<file path="src/rtl/alu_pkg.sv">
// Shared ALU types and limits used by the adder slice and the flag logic.
// Latency: none (declarations only).
// Backpressure: not applicable.
package alu_pkg;

    localparam int ADDER_MAX_N = 64;

    typedef struct packed {
        logic overflow;
        logic zero;
        logic negative;
    } flags_t;

endpackage : alu_pkg

</file>
<file path="src/rtl/full_adder_cell.sv">
// One-bit full adder cell, the repeated element of the ripple carry chain.
// Latency: purely combinational.
// Backpressure: not applicable.
module full_adder_cell (
    input  logic a,
    input  logic b,
    input  logic cin,
    output logic s,
    output logic cout
);

    logic w_p;

    assign w_p  = a ^ b;
    assign s    = w_p ^ cin;
    assign cout = (a & b) | (cin & w_p);

endmodule : full_adder_cell

</file>
<file path="src/rtl/nbit_adder_reg.sv">
// N-bit ripple-carry adder with registered sum/carry; optional flags via NBIT_ADDER_FLAGS_EN.
// Latency: 1 clock from in_valid to out_valid, one operation per cycle.
// Backpressure: none; a result is only valid in the cycle out_valid is high.
module nbit_adder_reg
    import alu_pkg::*;
#(
    parameter int N = 4
) (
    input  logic         clk,
    input  logic         rst_n,
    input  logic         in_valid,
    input  logic [N-1:0] a,
    input  logic [N-1:0] b,
    input  logic         c_in,
    output logic [N-1:0] sum,
    output logic         c_out,
    output logic         out_valid
`ifdef NBIT_ADDER_FLAGS_EN
    ,
    output logic         overflow,
    output logic         zero,
    output logic         negative
`endif
);

    logic [N:0]   w_carry;
    logic [N-1:0] w_sum_next;

    logic [N-1:0] r_sum;
    logic         r_c_out;
    logic         r_out_valid;

    assign w_carry[0] = c_in;

    for (genvar gi = 0; gi < N; gi++) begin : g_cell
        full_adder_cell u_fa (
            .a    (a[gi]),
            .b    (b[gi]),
            .cin  (w_carry[gi]),
            .s    (w_sum_next[gi]),
            .cout (w_carry[gi+1])
        );
    end

    // Outputs hold while in_valid is low, so unsampled inputs never reach them.
    always_ff @(posedge clk or negedge rst_n) begin
        if (!rst_n) begin
            r_sum       <= '0;
            r_c_out     <= 1'b0;
            r_out_valid <= 1'b0;
        end else begin
            r_out_valid <= in_valid;
            if (in_valid) begin
                r_sum   <= w_sum_next;
                r_c_out <= w_carry[N];
            end
        end
    end

    assign sum       = r_sum;
    assign c_out     = r_c_out;
    assign out_valid = r_out_valid;

`ifdef NBIT_ADDER_FLAGS_EN
    flags_t w_flags_next;
    flags_t r_flags;

    // Signed overflow: carry into the sign bit differs from carry out of it.
    assign w_flags_next.overflow = w_carry[N] ^ w_carry[N-1];
    assign w_flags_next.zero     = (w_sum_next == '0);
    assign w_flags_next.negative = w_sum_next[N-1];

    always_ff @(posedge clk or negedge rst_n) begin
        if (!rst_n) begin
            r_flags <= '0;
        end else if (in_valid) begin
            r_flags <= w_flags_next;
        end
    end

    assign overflow = r_flags.overflow;
    assign zero     = r_flags.zero;
    assign negative = r_flags.negative;
`endif

endmodule : nbit_adder_reg

</file>
<file path="config.mk">
export PLATFORM = sky130hd
export DESIGN_NAME = nbit_adder_reg
export DESIGN_NICKNAME = d
export VERILOG_FILES = /design/src/rtl/alu_pkg.sv /design/src/rtl/full_adder_cell.sv /design/src/rtl/nbit_adder_reg.sv
export SDC_FILE = /design/constraint.sdc
export NUM_CORES = 1
export LEC_CHECK = 0
export ABC_AREA = 1
export ABC_CLOCK_PERIOD_IN_PS = 1100
export BUFFER_PORTS_ARGS = -buffer_cell sky130_fd_sc_hd__buf_4
export CORE_AREA = 5 5 42 44
export DETAILED_ROUTE_END_ITERATION = 6
export DIE_AREA = 0 0 47 49
export PLACE_DENSITY = 0.51
export SLEW_MARGIN = 20
export SYNTH_ARGS = -nofsm -noshare
export SYNTH_HDL_FRONTEND = slang
export SYNTH_SLANG_ARGS = --single-unit
</file>
<file path="constraint.sdc">
create_clock -name clk -period 1.1 [get_ports clk]
set_clock_uncertainty 0.15 [all_clocks]
set_input_delay 0.22 -clock clk [delete_from_list [all_inputs] [get_ports clk]]
set_output_delay 0.22 -clock clk [all_outputs]
set_load 0.01 [all_outputs]
</file>
==> run metrics <==
outcome=finished with violations; failing checks=setup timing; Antenna Cells=0; relative slew slack=between 90 and 100%; post-synth top area cell=dfrtp_1; Clock Path Buffers=2; Critical Path Sink Type=flop; P&R area growth vs syn=89.3%; Synthesis Warnings=0; Clock Latency Late Sink=240 ps; Seq/Total Area, Yosys=45.8%; number of vias per cell=3.77; maxcap violations=0; critical path cell sequence=buf_8 > inv_12 > fa_2 > inv_2 > fa_2 > fa_2 > inv_2 > fa_2 > inv_2 > nand2_1 > nand2_1; number of I/O pins=18; first-pass detailed-route iteration total=2; Post-Synth Adder-Cell Area=24.4%; TritonCTS Buffers=3; post-synthesis compound-gate area fraction=0%; DR iter-0 viols=1; DIE AREA=2300 sq um; Post-DP HPWL=573 microns; Cell Area, Synth=328 sq um; area of the multi-input gates=146 sq um; Routed WL per cell=8.71 microns; WHS=85.8 ps; most common cell after layout, fill and taps aside=nand2_1; Detailed Route WL=688 microns; H-Tree Level Count=1; Max Fclk=536 MHz; Power per Cell Area=1180 nW/um^2; top cells by area, synth=dfrtp_1 46%, fa_1 24%, nand2_1 17%; nets=a little over 80; Register Area=150 sq um; VDD IR max=0.368 mV; DR WL met2=around 300 microns; DRC violations left=0; Reg clk slew, reported paths=50 ps; Tmin final=1870 ps; Leakage=between 0.3 and 0.4 nW; Mapped Nets=52; gr usage total=under 10%; core area=1400 sq um; Crit Reg-Reg Startpoint=c_out; Max stage delay on crit path=420 ps; Final ANT Viol Nets=0; share of post-route cells with drive strength above 1=57.1%; vias in the first global route=between 300 and 400; post-synthesis mux area share=0%; Initial Utilization=23.4%; via count=around 300; metal3 WL=86 microns; critical path launch point type=input port; synthesized area per cell=9.11 sq um; GPL Wtd Cong=0.647; CP max FO=1; Root Buffer=clkbuf_4; clock sinks=6; Critical-path top delay cell=fa_2; FF+latch count, synth=6; max layer used=met3; Final period util=170%; area share of the largest cell type after synthesis=45.8%; Die W=47 microns; Most Frequent Cell on Critical Path=fa_2; die height=49 microns; most frequent cells in the layout=15 x nand2_1, 13 x buf_4, 8 x buf_6; Slew @ Worst Pin=~100 ps; Worst Setup SP=a[0]; WL met1=306 microns; Synth cell types=5; first-pass GRT wire length=1210 microns; num rows=14; RSZ-0062 raised after global routing=true; final core occ=44.3%; worst hold start=in_valid; main combinational cell family by area after synthesis=adder cells; PortBufs=17; Synth Area in XOR/XNOR=0%; GR Overflow Total=0; final hold vios=0; Slew Viols, Final=0; Hold WC Path Type=in -> reg; Worst Path Required=about 1100 ps; setup ws final=-765 ps; Synth Area in Simple Gates=between 15 and 20%; Final setup viols=9; Worst Path Arrival=1900 ps; fill cell count=between 150 and 200; TritonCTS clock tree=built; Syn Inst Count=36; total power=0.000734 W; Setup CP Type=in -> reg; initial antenna violation count=0; largest net degree at the start of global routing=8
synthesized netlist by cell type:
master	n
dfrtp_1	6
inv_1	10
inv_2	1
fa_1	4
nand2_1	15
routing by layer:
layer / global-route usage (%) / up-vias
met4: 4.15 / 0
met2: 9.95 / 14
li1: - / 151
met1: 9.05 / 133
met5: 0 / -
met3: 4.80 / 0
repair_timing:
| action | in CTS | in global routing |
|---|---|---|
| hold endpoints to repair | 7 | 0 |
| pin swaps | 1 | 3 |
| hold buffers | 2 | 0 |
| endpoints found under the setup margin | 10 | 10 |
| setup buffers | 4 | 1 |
| resized for setup | 10 | 1 |
through the flow:
step	area, sq um	std cells	setup TNS, ps	worst slack [ps]
3_3_place_gp	503	69	-3280	-1050
5_1_grt	621	79	-2310	-820
6_report	621	79	-2020	-765
2_1_floorplan	355	36	-2350	-842
3_5_place_dp	503	69	-3290	-1060
4_1_cts	609	78	-2060	-766
state kept, by name, summed over array words and instances, names as in the netlist:
name,cells
sum,4
c_out,1
out_valid,1
worst paths after layout:
check | slack, ps | to | depth (start not counted)
max reg2reg | 110 | c_out | 4
min reg2reg | 360 | sum[2] | 2
min in group asynchronous | 170 | out_valid | 2
max in group asynchronous | 520 | sum[0] | 2
max | -770 | sum[3] | 11
min | 90 | sum[2] | 3
power breakdown:
| part | total, W | switching (W) | internal [W] |
|---|---|---|---|
| Combinational | 0.000260 | 0.0000994 | 0.000161 |
| Sequential | 0.000275 | 0.0000213 | 0.000253 |
| Clock | 0.000200 | 0.0000766 | 0.000123 |
critical path, delay by kind of cell:
kind          cells  cell delay, ps
fa+ha+maj         4            1270
buf+inv           5             310
simple gates      2              90
layout make-up:
type / instances / share of cell area [%]
clock buffers: 3 / 3.63
well taps: 16 / 3.23
flip-flops and latches: 6 / 24.2
inverters: 11 / 9.48
multi-input cells: 19 / 23.6
repair buffers: 24 / 35.9
kinds of logic after synthesis:
logic type | count (synthesis)
simple gates | 15
buf+inv | 11
flops | 6
fa+ha+maj | 4
(Power assumes the default switching activity.)
